===== config.mk =====
export PLATFORM = sky130hd
export DESIGN_NAME = needle_reward_sched
export DESIGN_NICKNAME = d
export VERILOG_FILES = /design/src/rtl/needle_reward_sched.sv
export SDC_FILE = /design/constraint.sdc
export NUM_CORES = 2
export LEC_CHECK = 0
export ABC_AREA = 1
export CORE_AREA = 2 2 539 541
export DETAILED_ROUTE_END_ITERATION = 7
export DIE_AREA = 0 0 541 543
export SETUP_SLACK_MARGIN = 0.02
export SYNTH_ARGS = -nofsm -noshare
export SYNTH_HDL_FRONTEND = slang
export SYNTH_SLANG_ARGS = --single-unit

===== constraint.sdc =====
create_clock -name clk -period 2.42 [get_ports clk]
set_clock_uncertainty 0.15 [all_clocks]
set_input_delay 0.242 -clock clk [delete_from_list [all_inputs] [get_ports clk]]
set_output_delay 0.242 -clock clk [all_outputs]
set_load 0.005 [all_outputs]

===== src/rtl/needle_reward_sched.sv =====
// needle_reward_sched
//
// Round-robin scheduler that shares one hash-vs-target reward comparator
// between NUM_REQ miner cores. One candidate is granted at a time and
// compared against the active target CHUNK_W bits per cycle, MSB chunk
// first. The result (winner id, hit, reward) is offered to the reward
// stage, and running reward/hit totals are kept.
//
// Optional build macro: NEEDLE_EARLY_EXIT_EN
//   defined   -> COMPARE ends on the first differing chunk
//   undefined -> every compare takes exactly CHUNKS cycles
//
// Ports
//   clk, rst        rising-edge clock, synchronous active-high reset
//   cfg_target_we   write strobe for the shadow target register
//   cfg_target      new shadow target value
//   req_valid       per-core candidate valid
//   req_hash        core i's hash at bits [i*HASH_W +: HASH_W]
//   req_ready       one-hot grant (only ever asserted in IDLE)
//   res_valid       result available (state RESULT)
//   res_ready       result consumer ready
//   res_id          granted core index
//   res_hit         hash < target, strict unsigned
//   res_reward      REWARD on a hit, else 0
//   total_reward    saturating sum of accepted rewards
//   hit_count       saturating count of accepted hits
//   divine_boost    one-cycle pulse after an accepted hit
//   busy            high whenever the FSM is not IDLE
//
// Handshakes: a transfer happens on a rising edge where valid and ready are
// both high. On the request side the scheduler raises req_ready for the
// chosen core combinationally from req_valid, so the grant and the transfer
// land in the same cycle. On the result side res_valid and all result
// fields stay constant until the edge where res_ready is seen high.
module needle_reward_sched #(
   parameter int NUM_REQ = 4,
   parameter int HASH_W  = 256,
   parameter int CHUNK_W = 64,
   parameter int REWARD  = 625,
   parameter int ACC_W   = 32,
   localparam int ID_W   = (NUM_REQ > 1) ? $clog2(NUM_REQ) : 1
) (
   input  logic                      clk,
   input  logic                      rst,
   input  logic                      cfg_target_we,
   input  logic [HASH_W-1:0]         cfg_target,
   input  logic [NUM_REQ-1:0]        req_valid,
   input  logic [NUM_REQ*HASH_W-1:0] req_hash,
   output logic [NUM_REQ-1:0]        req_ready,
   output logic                      res_valid,
   input  logic                      res_ready,
   output logic [ID_W-1:0]           res_id,
   output logic                      res_hit,
   output logic [31:0]               res_reward,
   output logic [ACC_W-1:0]          total_reward,
   output logic [15:0]               hit_count,
   output logic                      divine_boost,
   output logic                      busy
);

   localparam int CHUNKS = HASH_W / CHUNK_W;
   localparam int K_W    = (CHUNKS > 1) ? $clog2(CHUNKS) : 1;
   localparam int SUM_W  = ACC_W + 33;

   typedef enum logic [1:0] {
      IDLE    = 2'd0,
      COMPARE = 2'd1,
      RESULT  = 2'd2
   } state_t;

   state_t             state;
   state_t             state_nxt;

   logic [HASH_W-1:0]  shadow_tgt;
   logic [HASH_W-1:0]  tgt_sh;
   logic [HASH_W-1:0]  hash_sh;
   logic [ID_W-1:0]    rr_ptr;
   logic [ID_W-1:0]    id_q;
   logic [ID_W-1:0]    grant;
   logic [ID_W-1:0]    idx;
   logic               found;
   logic [K_W-1:0]     k_q;
   logic               decided_q;
   logic               lt_q;
   logic [CHUNK_W-1:0] hash_chunk;
   logic [CHUNK_W-1:0] tgt_chunk;
   logic               chunk_diff;
   logic               chunk_lt;
   logic [SUM_W-1:0]   reward_sum;
   logic [ACC_W-1:0]   total_nxt;

   // Round-robin pick: scan from the highest offset down so that the lowest
   // offset from rr_ptr (the first valid core at or after it) wins. ID_W-bit
   // addition wraps because NUM_REQ is a power of two.
   always_comb begin
      found = 1'b0;
      grant = rr_ptr;
      idx   = '0;
      for (int i = NUM_REQ - 1; i >= 0; i--) begin
         idx = rr_ptr + ID_W'(i);
         if (req_valid[idx]) begin
            found = 1'b1;
            grant = idx;
         end
      end
   end

   always_comb begin
      req_ready = '0;
      if (state == IDLE && found) begin
         req_ready[grant] = 1'b1;
      end
   end

   // The latched hash and target are shifted left each compare cycle, so the
   // chunk under test always sits in the top CHUNK_W bits.
   assign hash_chunk = hash_sh[HASH_W-1 -: CHUNK_W];
   assign tgt_chunk  = tgt_sh[HASH_W-1 -: CHUNK_W];
   assign chunk_diff = (hash_chunk != tgt_chunk);
   assign chunk_lt   = (hash_chunk < tgt_chunk);

   // Saturating add done in a wide sum so any REWARD/ACC_W pairing is safe.
   assign reward_sum = SUM_W'(total_reward) + SUM_W'(REWARD);
   assign total_nxt  = (|reward_sum[SUM_W-1:ACC_W]) ? {ACC_W{1'b1}}
                                                     : reward_sum[ACC_W-1:0];

   always_comb begin
      state_nxt = state;
      case (state)
         IDLE: begin
            if (found) begin
               state_nxt = COMPARE;
            end
         end
         COMPARE: begin
            if (k_q == '0) begin
               state_nxt = RESULT;
            end
`ifdef NEEDLE_EARLY_EXIT_EN
            if (!decided_q && chunk_diff) begin
               state_nxt = RESULT;
            end
`endif
         end
         RESULT: begin
            if (res_ready) begin
               state_nxt = IDLE;
            end
         end
         default: state_nxt = IDLE;
      endcase
   end

   always_ff @(posedge clk) begin
      if (rst) begin
         state        <= IDLE;
         shadow_tgt   <= '0;
         tgt_sh       <= '0;
         hash_sh      <= '0;
         rr_ptr       <= '0;
         id_q         <= '0;
         k_q          <= '0;
         decided_q    <= 1'b0;
         lt_q         <= 1'b0;
         total_reward <= '0;
         hit_count    <= '0;
         divine_boost <= 1'b0;
      end else begin
         state        <= state_nxt;
         divine_boost <= 1'b0;

         // The grant below copies the pre-edge shadow value, so a write in
         // the grant cycle only reaches the next candidate.
         if (cfg_target_we) begin
            shadow_tgt <= cfg_target;
         end

         case (state)
            IDLE: begin
               if (found) begin
                  hash_sh   <= req_hash[int'(grant)*HASH_W +: HASH_W];
                  tgt_sh    <= shadow_tgt;
                  id_q      <= grant;
                  rr_ptr    <= grant + ID_W'(1);
                  k_q       <= K_W'(CHUNKS - 1);
                  decided_q <= 1'b0;
                  lt_q      <= 1'b0;
               end
            end
            COMPARE: begin
               hash_sh <= hash_sh << CHUNK_W;
               tgt_sh  <= tgt_sh << CHUNK_W;
               if (k_q != '0) begin
                  k_q <= k_q - K_W'(1);
               end
               if (!decided_q && chunk_diff) begin
                  decided_q <= 1'b1;
                  lt_q      <= chunk_lt;
               end
            end
            RESULT: begin
               if (res_ready && lt_q) begin
                  total_reward <= total_nxt;
                  if (hit_count != 16'hFFFF) begin
                     hit_count <= hit_count + 16'd1;
                  end
                  divine_boost <= 1'b1;
               end
            end
            default: ;
         endcase
      end
   end

   assign res_valid  = (state == RESULT);
   assign res_hit    = res_valid & lt_q;
   assign res_reward = res_hit ? 32'(REWARD) : 32'd0;
   assign res_id     = id_q;
   assign busy       = (state != IDLE);

endmodule


# After elaboration in Yosys (flattened, before gate mapping)
# Cells that the tools add are included.
[classes] n_eq_ne=9 mux=38 n_div=0 n_bitwise=2 shift=1 order_cmp=7 reduce_logical=19 add_sub_neg=7 mul=0
[ops] operator="256-bit one-hot mux with 2 select lines" count=2
[ops] operator="1024-bit by 11-bit variable part select with 256-bit output" count=1
[ops] operator="256-bit two-way mux" count=2
[ops] operator="64-bit less-than comparator" count=1
[ops] operator="64-bit inequality test" count=1
[ops] operator="32-bit by 10-bit adder with 33-bit output, second input constant" count=1
[ops] operator="33-bit OR reduction" count=1
[ops] operator="32-bit two-way mux" count=1
[ops] operator="2-bit two-way mux" count=9
[ops] operator="16-bit by 1-bit adder with 16-bit output, second input constant" count=1
[ops] operator="16-bit inequality test, second input constant" count=1
[ops] operator="2-bit by 3-bit less-than comparator with 1-bit output, second input constant" count=5
[ops] operator="1-bit two-way mux" count=13
[ops] operator="3-bit AND reduction" count=4
[ops] operator="10-bit two-way mux" count=1
[ops] operator="1-bit binary-select mux with 2-bit select" count=4
[ops] operator="2-bit inequality test, second input constant" count=4
[ops] operator="2-bit one-hot mux with 3 select lines" count=1
[ops] operator="2-bit AND reduction" count=3
[ops] operator="2-bit nonzero test" count=3
[ops] operator="2-bit by 1-bit adder with 2-bit output, second input constant" count=2
[ops] operator="2-bit adder, second input constant" count=2
[ops] operator="1-bit logical AND" count=4
[ops] operator="2-bit zero test" count=2
[ops] operator="13 further kinds" count=14
[totals] ramBits=0 n_memories=0 latchBits=0 rom_bits=0 register_bits=827 elab_cells=95 output_inout_bits=90 in_bits=1288

# Logic depth before layout (Yosys ltp)
[depth] word_depth=12 depth_mapped=17 ltp_nobuf=14

# Least setup slack after synthesis
# No wires, ideal clock.
[synth_timing] kind="register -> register" from="register rr_ptr[0]" to="register rr_ptr[1]" path_slack_ns=0.178 synth_period_minus_slack_ns=2.242 t_required_ns=2.151 arrival_time_ns=1.973 path_stages_with_launch=16 path_cell_list="dfxtp_1 -> buf_4 -> inv_4 -> nand2_1 -> nand2_1 -> nand2_1 -> nand2_1 -> inv_2 -> nand3_1 -> nand2_1 -> a21oi_1 -> buf_2 -> buf_2 -> ha_1 -> o21ai_0 -> a21oi_1"
[synth_via] elab_chain_len=8 elab_cells_between_ends=21 classes_between="add/sub (4); mux (16); reduce/logical (1)"
[synth_rtl] element="from (decl)" line="77" text="logic [ID_W-1:0] rr_ptr;"
[synth_rtl] element="from (signal assigned)" line="184" text="rr_ptr <= grant + ID_W'(1);"
[synth_rtl] element="2-bit adder" line="100" text="idx = rr_ptr + ID_W'(i);"
[synth_rtl] element="1-bit binary-select mux with 2-bit select" line="101" text="if (req_valid[idx]) begin"
[synth_rtl] element="1-bit two-way mux (implied by the code)" line="101"
[synth_rtl] element="2-bit two-way mux (3 in series)" line="101"
[synth_rtl] element="2-bit two-way mux *" line="101"
[synth_rtl] element="via grant[1]" line="79" text="logic [ID_W-1:0] grant;"
[synth_rtl] element="2-bit by 1-bit adder with 2-bit output *" line="184"
# The timed path passes the listed nets; every way through them passes the cells marked *. The select of a mux whose other input is x is not followed.
# A chain may end at the register's enable or synchronous reset.

# Final worst setup path
[layout_timing] from="register rr_ptr[0]" to="output port req_ready[2]"
[layout_via] elab_chain_len=12 elab_cells_between_ends=26 classes_between="add/sub (3); order compare (2); mux (19); reduce/logical (2)"
[layout_rtl] element="2-bit adder" line="100"
[layout_rtl] element="1-bit binary-select mux with 2-bit select" line="101"
[layout_rtl] element="1-bit two-way mux (implied by the code)" line="101"
[layout_rtl] element="2-bit two-way mux (4 in series)" line="101"
[layout_rtl] element="2-bit by 3-bit less-than comparator with 1-bit output (implied by the code) / 2-bit by 1-bit greater-or-equal comparator with 1-bit output (equally long branches)" line="111" text="req_ready[grant] = 1'b1;"
[layout_rtl] element="1-bit logical AND (implied by the code)" line="111"
[layout_rtl] element="1-bit two-way mux (implied by the code)" line="111"
[layout_rtl] element="1-bit demux with 2-bit select" line="111"
[layout_rtl] element="4-bit two-way mux *" line="110" text="if (state == IDLE && found) begin"
[layout_rtl] element="to (decl)" line="49" text="output logic [NUM_REQ-1:0] req_ready,"
# Mark *: on every way between the ends. The rest lies on a longest branch, timed or not. The select of a mux whose other input is x is not followed.

==> flow_summary.yaml <==
run:
  max-cap-violations: 0
grt:
  grt_pass1_wl_mm: 433.2
  grt_usage: 0.2138
  grt_max_degree: 185
  grt_antenna_before_repair: 170
  grt-ovfl-total: 0
  first_global_vias: 51200
route:
  avgRoutedWirePerCell_um: 27.44
  dr.first_iter.drc_count: 5403
  postRouteAntennaNets: 0
  remaining_drc_errors: 0
  vias_per_cell: 4.493
  via_count: 54320
  firstDrtPassIters: 6
  wirelength_mm: 331.7
cts:
  insertion_delay_ps: 750
  clk_pin_slew_worst_paths_ps: 60
  root_buffer: "clkbuf_16"
  clockBufferDepth: 3
  cts_buffers: 103
  cts_tree: "yes"
  htree_num_levels: 3
  clock_sinks: 827
sta:
  rsz0062_at_grt: "true"
  whs_ps: 69.50
  slew_violations: 0
  min_period_ps: 3005
  worstMarginPinSlew_ps: 871.2
  post-route-period-util: 1.242
  hold_viol: 0
  setup_viol: 528
  fmax_mhz: 332.8
  maxSlewHeadroom: 0.4192
  fin_ws_ps: -585.2
yosys:
  yosys_warnings: 0
  synthTopCellsByArea: "dfxtp_1, nand3_1, nand2_1, nor2_1, a21oi_1"
  syn_area_um2: 42530
  yosysSeqAreaShare: 0.3893
  async_reset_ff_frac: 0
  netlist_top_cells_count: "nand3_1, nand2_1, nor2_1"
  ys_types: 42
  synth_seq_cells: 827
  synth_top_area_frac: 0.3893
  synth.most_common_cell: "nand3_1"
  synth_top_flop_cell: "dfxtp_1"
  synth.avg_cell_area_um2: 6.721
  syn_inst: 6327
  yosys.area.top_type: "dfxtp_1"
  synth_edf_count: 0
floorplan:
  rows: 197
  core_um2: 287400
  die_x_um: 541
  start_util: 0.1480
  fp.dieH_um: 543
  io_pins: 1378
  dieArea_um2: 293800
cells_and_area:
  area_growth_pct: 78.01
  drive_gt1_frac: 0.1499
  fin_cells: 12090
  utilization: 0.2634
  fin_nets: 9504
worst_setup_path:
  timing.rr.start: "rr_ptr[0]"
  path_class: "flip-flop to output port"
  cp-startpoint: "rr_ptr[0]"
  reg2reg_slack_ps: -550
  cp.required_ps: 2030
  worstRegToRegCells: 21
  r2r_end: "hash_sh[232]"
  critPathLaunchType: "flip-flop"
  critical_path_arrival_ps: 2610
  endpoint: "req_ready[2]"
  endpoint_kind: "output port"
  worstPathMaxFanout: 6
pwr:
  peakVddDrop_mv: 0.9643
  leakagePower_nw: 29.77
  pwr_density_cell_nw_per_um2: 1445
place:
  dp_hpwl_mm: 263.5
  placed_cells: 11410
  dp_slack_ps: -937.0
  portBuffers: 1350
  gp_congestion: 0.9620
worst_hold_path:
  hold_class: "primary input to flip-flop"
run_status:
  violations: "setup timing"
  outcome: "finished, violations left"
-- cells in the final DEF, fill, tap and decap left out, drive strengths merged, types with 2 or more instances in the layout --
cell	count
nand3b	2
a31oi	11
nor4	3
a211oi	2
nand3	1324
buf	603
xnor2	2
inv	495
dfxtp	827
a21oi	444
nor3	28
o22ai	65
nor3b	2
bufbuf	6
clkbuf	156
conb	27
o21ai	426
or2	6
xor2	12
o221ai	192
bufinv	12
clkdlybuf4s50	1344
nand4	14
clkinv	28
dlygate4sd3	279
ha	71
diode	89
nor2	833
nand2	1000
-- power breakdown --
group          switching [mW]  internal (mW)  total (mW)  leakage (nW)
registers                2.26           17.4        19.7          6.83
clock network            6.91           9.73        16.6          1.76
logic                    43.0           30.1        73.1          21.2
-- worst min path at each step --
stage / from / end / slack, ps / depth (start not counted)
2_1_floorplan: cfg_target[118] / shadow_tgt[118] / 230 / 2
3_3_place_gp: tgt_sh[4] / tgt_sh[4] / 300 / 2
3_5_place_dp: shadow_tgt[20] / tgt_sh[20] / 300 / 2
4_1_cts: cfg_target[215] / shadow_tgt[215] / 0.02 / 3
5_1_grt: cfg_target[214] / shadow_tgt[214] / 20 / 3
6_report: req_hash[304] / hash_sh[48] / 70 / 5
-- critical path, cell delays in order, from the launching register on --
cell	delay, ps
dfxtp_4	380
buf_12	140
clkinv_8	80
nand2_4	70
nand2_4	60
nand2_4	80
buf_6	90
buf_4	90
buf_6	90
nand2_4	60
buf_6	120
a21oi_4	140
buf_12	130
ha_4	130
inv_2	20
nor2_1	90
buf_2	120
-- cells by family (layout without fill, tap and decap cells) --
group | after synthesis | in the layout | share of synthesized area
flops | 827 | 827 | 0.3893
compound gates | 1145 | 1145 | 0.1544
fa+ha+maj | 71 | 71 | 0.02089
buf+inv | 1056 | 2924 | 0.1064
xor+xnor | 14 | 14 | 0.002883
simple gates | 3213 | 3213 | 0.3260
other cells | 1 | 116 | 0.00008818
-- routing by layer --
layer / GRT usage / vias up / routed length, um
li1: - / 24970 / -
met1: 0.2596 / 25800 / 132800
met2: 0.3525 / 2795 / 152800
met3: 0.04256 / 715 / 24420
met4: 0.1179 / 46 / 21390
met5: 0 / - / 305
-- cell type report --
type	instances	area, um^2
fill	31320	211700
timing repair buffer	2250	24460
multi-input combinational	4470	24220
sequential	827	16560
tap	3781	4731
clock buffer	138	2899
inverter	493	1911
clock inverter	43	694.4
antenna	89	222.7
-- per-stage QoR --
| step | total power, mW | TNS (ps) | area, um^2 |
|---|---|---|---|
| floorplan | 48.05 | 0 | 42620 |
| global placement | 78.48 | -338900 | 63790 |
| detailed placement | 78.67 | -314810 | 63790 |
| CTS | 105.3 | -188600 | 73640 |
| global route | 115.5 | -242970 | 75600 |
| finish | 109.4 | -177200 | 75700 |
-- timing repair --
item / in CTS / in global routing
pin swaps: 72 / 62
buffers inserted: 85 / 27
endpoints found under the hold margin: 396 / 0
cloned: 24 / 19
gates resized for setup: 442 / 285
hold buffers: 279 / 0
setup endpoints to repair: 528 / 562
-- registers in the layout, summed over array words and instances (netlist names) --
| register | flops |
|---|---|
| state | 2 |
| hit_count | 16 |
| shadow_tgt | 256 |
| divine_boost | 1 |
| total_reward | 32 |
| rr_ptr | 2 |
| res_id | 2 |
| hash_sh | 256 |
| tgt_sh | 256 |
| decided_q | 1 |
| lt_q | 1 |
| k_q | 2 |
Note: power is estimated with default switching activity, not from simulation.
